--- src/rtl/tm_pkg.sv ---
// Shared definitions for the PCM telemetry serializer: field widths,
// FSM state encoding and the odd-parity helper used at capture.
package tm_pkg;

  localparam int TAG_W  = 8;
  localparam int RTR_W  = 5;
  localparam int DATA_W = 26;
  localparam int WORD_W = TAG_W + RTR_W + DATA_W + 1;
  localparam int CNT_W  = $clog2(WORD_W + 1);

  typedef enum logic {
    TM_IDLE  = 1'b0,
    TM_SHIFT = 1'b1
  } tm_state_e;

  // Parity bit that makes the total count of ones (payload + P) odd.
  function automatic logic tm_odd_parity(input logic [WORD_W-2:0] payload);
    return ~(^payload);
  endfunction

endpackage

--- src/rtl/tm_pcm_serializer_if.sv ---
// Load/telemetry bundle between the register side and the serializer.
// Handshake: LOAD is a one-cycle strobe with no back-pressure; a LOAD that
// cannot be held is dropped and reported on the sticky OVF flag. BIT_EN
// is a one-cycle bit-time enable. TMSYNC pulses once per word start.
interface tm_pcm_serializer_if;
  import tm_pkg::*;

  logic              LOAD;
  logic [TAG_W-1:0]  TAG;
  logic [RTR_W-1:0]  RTR;
  logic [DATA_W-1:0] DATA;
  logic              BIT_EN;
  logic              OVF_CLR;
  logic              TMD;
  logic              TMSYNC;
  logic              BUSY;
  logic              HOLD_FULL;
  logic              OVF;
  tm_state_e         state_dbg;

  modport master (
    output LOAD, TAG, RTR, DATA, BIT_EN, OVF_CLR,
    input  TMD, TMSYNC, BUSY, HOLD_FULL, OVF, state_dbg
  );

  modport slave (
    input  LOAD, TAG, RTR, DATA, BIT_EN, OVF_CLR,
    output TMD, TMSYNC, BUSY, HOLD_FULL, OVF, state_dbg
  );

endinterface

--- src/rtl/tm_hold_buf.sv ---
// Single-entry holding register. Frames TAG/RTR/DATA with odd parity on
// capture, hands the word to the shifter on xfer, and flags dropped loads.
module tm_hold_buf
  import tm_pkg::*;
(
  input  logic              clk,
  input  logic              rst_n,
  input  logic              load,
  input  logic [TAG_W-1:0]  tag,
  input  logic [RTR_W-1:0]  rtr,
  input  logic [DATA_W-1:0] data,
  input  logic              xfer,
  input  logic              ovf_clr,
  output logic              valid,
  output logic [WORD_W-1:0] word,
  output logic              ovf
);

  logic              accept;
  logic [WORD_W-2:0] payload;

  // A load fits if the slot is empty or is being vacated this same cycle.
  always_comb begin
    payload = {tag, rtr, data};
    accept  = load & (~valid | xfer);
  end

  // Slot contents and occupancy; a new capture overrides the vacate.
  always_ff @(posedge clk or negedge rst_n) begin
    if (!rst_n) begin
      valid <= 1'b0;
      word  <= '0;
    end else if (accept) begin
      valid <= 1'b1;
      word  <= {payload, tm_odd_parity(payload)};
    end else if (xfer) begin
      valid <= 1'b0;
    end
  end

  // Sticky overrun; a drop in the same cycle as a clear keeps it set.
  always_ff @(posedge clk or negedge rst_n) begin
    if (!rst_n) begin
      ovf <= 1'b0;
    end else if (load & ~accept) begin
      ovf <= 1'b1;
    end else if (ovf_clr) begin
      ovf <= 1'b0;
    end
  end

endmodule

--- src/rtl/tm_pcm_serializer.sv ---
// PCM telemetry serializer: takes framed words from the holding buffer and
// shifts them out MSB first, one bit per BIT_EN, reloading back-to-back
// on the final bit when another word is waiting.
module tm_pcm_serializer
  import tm_pkg::*;
(
  input  logic SIM_CLK,
  input  logic SIM_RST,
  tm_pcm_serializer_if.slave bus
);

  tm_state_e         state_q, state_d;
  logic [WORD_W-1:0] shreg_q, shreg_d;
  logic [CNT_W-1:0]  cnt_q, cnt_d;
  logic              tmd_q, tmd_d;
  logic              sync_q;
  logic              xfer;
  logic              hb_valid;
  logic [WORD_W-1:0] hb_word;
  logic              hb_ovf;

  tm_hold_buf u_hold_buf (
    .clk     (SIM_CLK),
    .rst_n   (SIM_RST),
    .load    (bus.LOAD),
    .tag     (bus.TAG),
    .rtr     (bus.RTR),
    .data    (bus.DATA),
    .xfer    (xfer),
    .ovf_clr (bus.OVF_CLR),
    .valid   (hb_valid),
    .word    (hb_word),
    .ovf     (hb_ovf)
  );

  // Next-state, shifter and transfer decode; TMD is precomputed so the
  // output pin comes straight from a flop.
  always_comb begin
    state_d = state_q;
    shreg_d = shreg_q;
    cnt_d   = cnt_q;
    xfer    = 1'b0;
    unique case (state_q)
      TM_IDLE: begin
        if (hb_valid) begin
          xfer    = 1'b1;
          shreg_d = hb_word;
          cnt_d   = CNT_W'(WORD_W);
          state_d = TM_SHIFT;
        end
      end
      TM_SHIFT: begin
        if (bus.BIT_EN) begin
          if (cnt_q == CNT_W'(1)) begin
            if (hb_valid) begin
              // Final bit done: next word starts with no gap bit.
              xfer    = 1'b1;
              shreg_d = hb_word;
              cnt_d   = CNT_W'(WORD_W);
            end else begin
              shreg_d = '0;
              cnt_d   = '0;
              state_d = TM_IDLE;
            end
          end else begin
            shreg_d = {shreg_q[WORD_W-2:0], 1'b0};
            cnt_d   = cnt_q - CNT_W'(1);
          end
        end
      end
      default: begin
        state_d = TM_IDLE;
        shreg_d = '0;
        cnt_d   = '0;
      end
    endcase
    tmd_d = (state_d == TM_SHIFT) ? shreg_d[WORD_W-1] : 1'b0;
  end

  // State, shifter, bit counter and registered outputs.
  always_ff @(posedge SIM_CLK or negedge SIM_RST) begin
    if (!SIM_RST) begin
      state_q <= TM_IDLE;
      shreg_q <= '0;
      cnt_q   <= '0;
      tmd_q   <= 1'b0;
      sync_q  <= 1'b0;
    end else begin
      state_q <= state_d;
      shreg_q <= shreg_d;
      cnt_q   <= cnt_d;
      tmd_q   <= tmd_d;
      sync_q  <= xfer;
    end
  end

  assign bus.TMD       = tmd_q;
  assign bus.TMSYNC    = sync_q;
  assign bus.BUSY      = (state_q == TM_SHIFT) | hb_valid;
  assign bus.HOLD_FULL = hb_valid;
  assign bus.OVF       = hb_ovf;
  assign bus.state_dbg = state_q;

endmodule

--- src/flat_wrapper.sv ---
// flat-port wrapper written by rule: the top's interface ports become plain ports
module tm_pcm_serializer_flat import tm_pkg::*;
  (SIM_CLK, SIM_RST, bus_LOAD, bus_TAG, bus_RTR, bus_DATA, bus_BIT_EN, bus_OVF_CLR, bus_TMD, bus_TMSYNC, bus_BUSY, bus_HOLD_FULL, bus_OVF, bus_state_dbg);
  tm_pcm_serializer_if bus_i ();
  input  logic SIM_CLK;
  input  logic SIM_RST;
  input wire logic [$bits(bus_i.LOAD)-1:0] bus_LOAD;
  input wire logic [$bits(bus_i.TAG)-1:0] bus_TAG;
  input wire logic [$bits(bus_i.RTR)-1:0] bus_RTR;
  input wire logic [$bits(bus_i.DATA)-1:0] bus_DATA;
  input wire logic [$bits(bus_i.BIT_EN)-1:0] bus_BIT_EN;
  input wire logic [$bits(bus_i.OVF_CLR)-1:0] bus_OVF_CLR;
  output wire logic [$bits(bus_i.TMD)-1:0] bus_TMD;
  output wire logic [$bits(bus_i.TMSYNC)-1:0] bus_TMSYNC;
  output wire logic [$bits(bus_i.BUSY)-1:0] bus_BUSY;
  output wire logic [$bits(bus_i.HOLD_FULL)-1:0] bus_HOLD_FULL;
  output wire logic [$bits(bus_i.OVF)-1:0] bus_OVF;
  output wire logic [$bits(bus_i.state_dbg)-1:0] bus_state_dbg;
  assign bus_i.LOAD = bus_LOAD;
  assign bus_i.TAG = bus_TAG;
  assign bus_i.RTR = bus_RTR;
  assign bus_i.DATA = bus_DATA;
  assign bus_i.BIT_EN = bus_BIT_EN;
  assign bus_i.OVF_CLR = bus_OVF_CLR;
  assign bus_TMD = bus_i.TMD;
  assign bus_TMSYNC = bus_i.TMSYNC;
  assign bus_BUSY = bus_i.BUSY;
  assign bus_HOLD_FULL = bus_i.HOLD_FULL;
  assign bus_OVF = bus_i.OVF;
  assign bus_state_dbg = bus_i.state_dbg;
  tm_pcm_serializer u_core (.SIM_CLK(SIM_CLK), .SIM_RST(SIM_RST), .bus(bus_i));
endmodule
--- config.mk ---
export PLATFORM = sky130hd
export DESIGN_NAME = tm_pcm_serializer_flat
export DESIGN_NICKNAME = d
export VERILOG_FILES = /design/src/rtl/tm_pkg.sv /design/src/rtl/tm_pcm_serializer_if.sv /design/src/rtl/tm_hold_buf.sv /design/src/rtl/tm_pcm_serializer.sv /design/src/flat_wrapper.sv
export SDC_FILE = /design/constraint.sdc
export NUM_CORES = 1
export LEC_CHECK = 0
export CAP_MARGIN = 20
export CORE_UTILIZATION = 27
export DETAILED_ROUTE_END_ITERATION = 8
export HOLD_SLACK_MARGIN = 0.05
export PLACE_DENSITY = 0.41
export RECOVER_POWER = 100
export SLEW_MARGIN = 20
export SYNTH_ARGS = -nofsm -noshare
export SYNTH_HDL_FRONTEND = slang
export SYNTH_SLANG_ARGS = --single-unit
--- constraint.sdc ---
create_clock -name SIM_CLK -period 3.7 [get_ports SIM_CLK]
set_input_delay 0.74 -clock SIM_CLK [delete_from_list [all_inputs] [get_ports SIM_CLK]]
set_output_delay 0.74 -clock SIM_CLK [all_outputs]
set_load 0.02 [all_outputs]
==> out/qor.csv <==
stage,metric,value,unit
clock_network,worst skew pair latency,0.33,ns
layout,layout net count,452,
pwr,Worst IR Drop VDD,267,uV
layout,Ant. Diodes,0,
timing,Setup TNS,0,ns
clock_network,TritonCTS Sinks,91,
global_routing,first-pass GRT wire length,15700,um
layout,Finished Layout Cells,621,
floorplanning,die area,16500,um^2
logic_synthesis,largest family of logic cells by synthesized area,multiplexers,
worst_setup_path,type of the worst setup path,primary input to register,
hold_path,Hold Path Class,primary input to asynchronous set/reset pin,
worst_setup_path,critical path required time,3.91,ns
logic_synthesis,share of the synthesized area in the top cell type,52.7,%
pwr,Overall Power,3.12,mW
worst_setup_path,crit-path max FO,41,
clock_network,TritonCTS clock tree,yes,
pwr,Switching Share,27.6,%
logic_synthesis,Post-Synth Simple-Gate Area,9.92,%
pwr,pwr/cell area,603,nW/um^2
logic_synthesis,Adder-Cell Fraction of Synth Area,0.579,%
layout,Area Overhead vs Synth,19.4,%
clock_network,cts repair resizes,0,
global_routing,gr ovfl total,0,
timing,Setup Skew,0.00581,ns
routing,post-route ant nets,0,
timing,Finish-stage setup viols,0,
timing,RSZ-0062 raised after global routing,false,
routing,Via density,4.50,
clock_network,hold buffers post-CTS,0,
logic_synthesis,syn_nets,407,
layout,area of the multi-input gates,1740,um^2
timing,maximum clock frequency,360,MHz
pwr,Seq pwr share,48.4,%
worst_setup_path,RR Startpoint,u_core.cnt_q[0]$_DFFE_PN0P_,
logic_synthesis,Synth cell types,38,
timing,period utilisation layout,75.1,%
timing,Slew headroom,16.6,%
logic_synthesis,Yosys reg bits,91,
layout,# fillers,1601,
pwr,P_leak,2.13,nW
floorplanning,I/O pins,50,
layout,utilization after layout,33.5,%
logic_synthesis,Area contributors post-synth,"dfrtp_1 (53%), mux2_4 (13%), a221oi_1 (7.7%), nor2_1 (6.9%), xnor2_1 (6.1%)",
worst_setup_path,crit end category,register,
routing,DRC viols,0,
floorplanning,Die X,129,um
layout,Reg area,2280,um^2
clock_network,worst-case clock buffer depth,2,
timing,Worst Tran Pin Value,1.25,ns
timing,final worst path period need,2.78,ns
worst_setup_path,critical path launch point,bus_BIT_EN,
timing,setup slack after layout,0.920,ns
layout,"commonest non-fill, non-tap cell in the layout",dfrtp_1,
pwr,Comb power frac,19.6,%
placement,Inst Count DP,606,
job,max-cap check violation count,0,
worst_setup_path,crit path DAT,2.99,ns
clock_network,Worst-path clk slew,0.06,ns
logic_synthesis,XOR/XNOR share of the synthesized area,7.99,%
placement,routability cong.,0.757,
global_routing,initial antenna violation count,0,
layout,layout cell share with drive strength beyond 1,7.56,%
logic_synthesis,synthesized instance count,361,
routing,WL/cell,15.0,um
routing,DRT Wirelength,9340,um
floorplanning,DIE HEIGHT,129,um
floorplanning,FP Rows,45,
pwr,clock network fraction of total power,32.0,%
routing,Detailed Route Iter0 Violations,136,
clock_network,H-Tree Depth,3,
timing,worst hold slack,0.430,ns
layout,Final Cell Area,5160,um^2
placement,pre-CTS WS,0.745,ns
logic_synthesis,Post-Synthesis Cell Area,4320,um^2
clock_network,Post CTS Setup Buffer Count,0,
logic_synthesis,mean area per synthesized cell,12.0,um^2
worst_setup_path,CP Launch Type,primary input,
global_routing,maximum number of pins on one net before global-route repair,50,
timing,endpoints failing hold,0,
clock_network,clock root buffer,clkbuf_16,
placement,hpwl dp,5980,um
logic_synthesis,Yosys top cell by area,dfrtp_1,
routing,DRT Pass-1 Iters,4,
pwr,P_sw,859,uW
clock_network,cts bufs inserted,9,
timing,count of final max-slew check failures,0,
logic_synthesis,Ys Warns,0,
placement,Placed Area,5010,um^2
floorplanning,Initial Util,28.0,%
logic_synthesis,Synth Area in Compound Gates,11.7,%
global_routing,Global Route Usage Sum,12.4,%
routing,vias,2793,
global_routing,vias in the first global route,2906,
logic_synthesis,register area share after synthesis,52.7,%
floorplanning,Core Box Area,15400,um^2
status,status,"complete, no violations",
logic_synthesis,multiplexer share of the synthesized area,13.5,%
placement,Port Buffers,49,
pwr,P_int,2.26,mW
layout,"commonest non-fill, non-tap cells in the layout","dfrtp_1 (91), nor2_1 (79), clkdlybuf4s50_1 (41)",
## worst max-delay path: stages
cell           delay (ns)
dlygate4sd3_1        0.65
a31oi_1              0.38
nor2b_2              0.07
clkbuf_2             0.55
a221oi_1             0.50
nor2_1               0.09
## Yosys cell counts (all sizes together)
library cell,count
buf,14
a31oi,2
o31ai,1
mux2,39
a22o,1
o22a,2
a221oi,38
nand3,2
nand2,11
o22ai,2
nor2,79
nor4,1
nor2b,1
nand2b,3
o211ai,1
inv,5
xnor2,31
o21ai,6
a21boi,3
dfrtp,91
or2,2
a22oi,1
clkbuf,9
ha,2
xnor3,1
a21oi,6
or3,2
xor2,5
## registers in the layout (all words and copies together) (netlist names)
| register | cells |
|---|---|
| u_core.cnt_q | 6 |
| u_core.shreg_q | 40 |
| u_core.bus.state_dbg | 1 |
| u_core.u_hold_buf.ovf | 1 |
| u_core.bus.TMSYNC | 1 |
| u_core.bus.TMD | 1 |
| u_core.u_hold_buf.valid | 1 |
| u_core.u_hold_buf.word | 40 |
## power by group through the flow
stage	sequential (mW)	combinational [mW]	clock, mW
final	1.51	0.611	0.998
after global routing	1.55	0.691	1.07
after CTS	1.52	0.793	1.03
after detailed placement	1.53	0.788	0
after global placement	1.54	0.774	0
after floorplan	1.46	0.617	0
## per-layer routing
metal	wire (um)	up-vias	track usage [%]
met5	0	-	0
met4	91	0	3.67
met3	345	10	3.04
met2	4300	58	19.1
met1	4600	1369	17.1
li1	-	1356	-
## area by class of cell
cell class                      instances  area share [%]
Inverter                                5           0.363
Timing Repair Buffer                   57            10.4
Clock inverter                          4            1.43
Tap cell                              211            5.11
Clock buffer                           11            4.89
Sequential cell                        91            44.1
Multi-Input combinational cell        242            33.7
## path summary, 6_finish.rpt
path	to	slack [ns]	depth (start not counted)
max	u_core.shreg_q[8]$_DFFE_PN0P_	0.92	6
min	u_core.u_hold_buf.word[28]$_DFFE_PN0P_	0.43	1
max reg2reg	u_core.shreg_q[8]$_DFFE_PN0P_	1.27	6
min reg2reg	u_core.shreg_q[39]$_DFF_PN0_	0.49	2
max in group asynchronous	u_core.u_hold_buf.word[1]$_DFFE_PN0P_	1.70	2
min in group SIM_CLK	u_core.shreg_q[39]$_DFF_PN0_	0.49	2
## logic make-up (layout without fill, tap and decap cells)
family,count (synthesis),in the layout
AO/OA/AOI/OAI,63,63
XOR/XNOR,37,37
adder cells (fa/ha/maj),2,2
AND/OR/NAND/NOR,101,101
multiplexers,39,39
flip-flops,91,91
buffers and inverters,28,77
No activity file was read; power rests on OpenSTA's default activity.
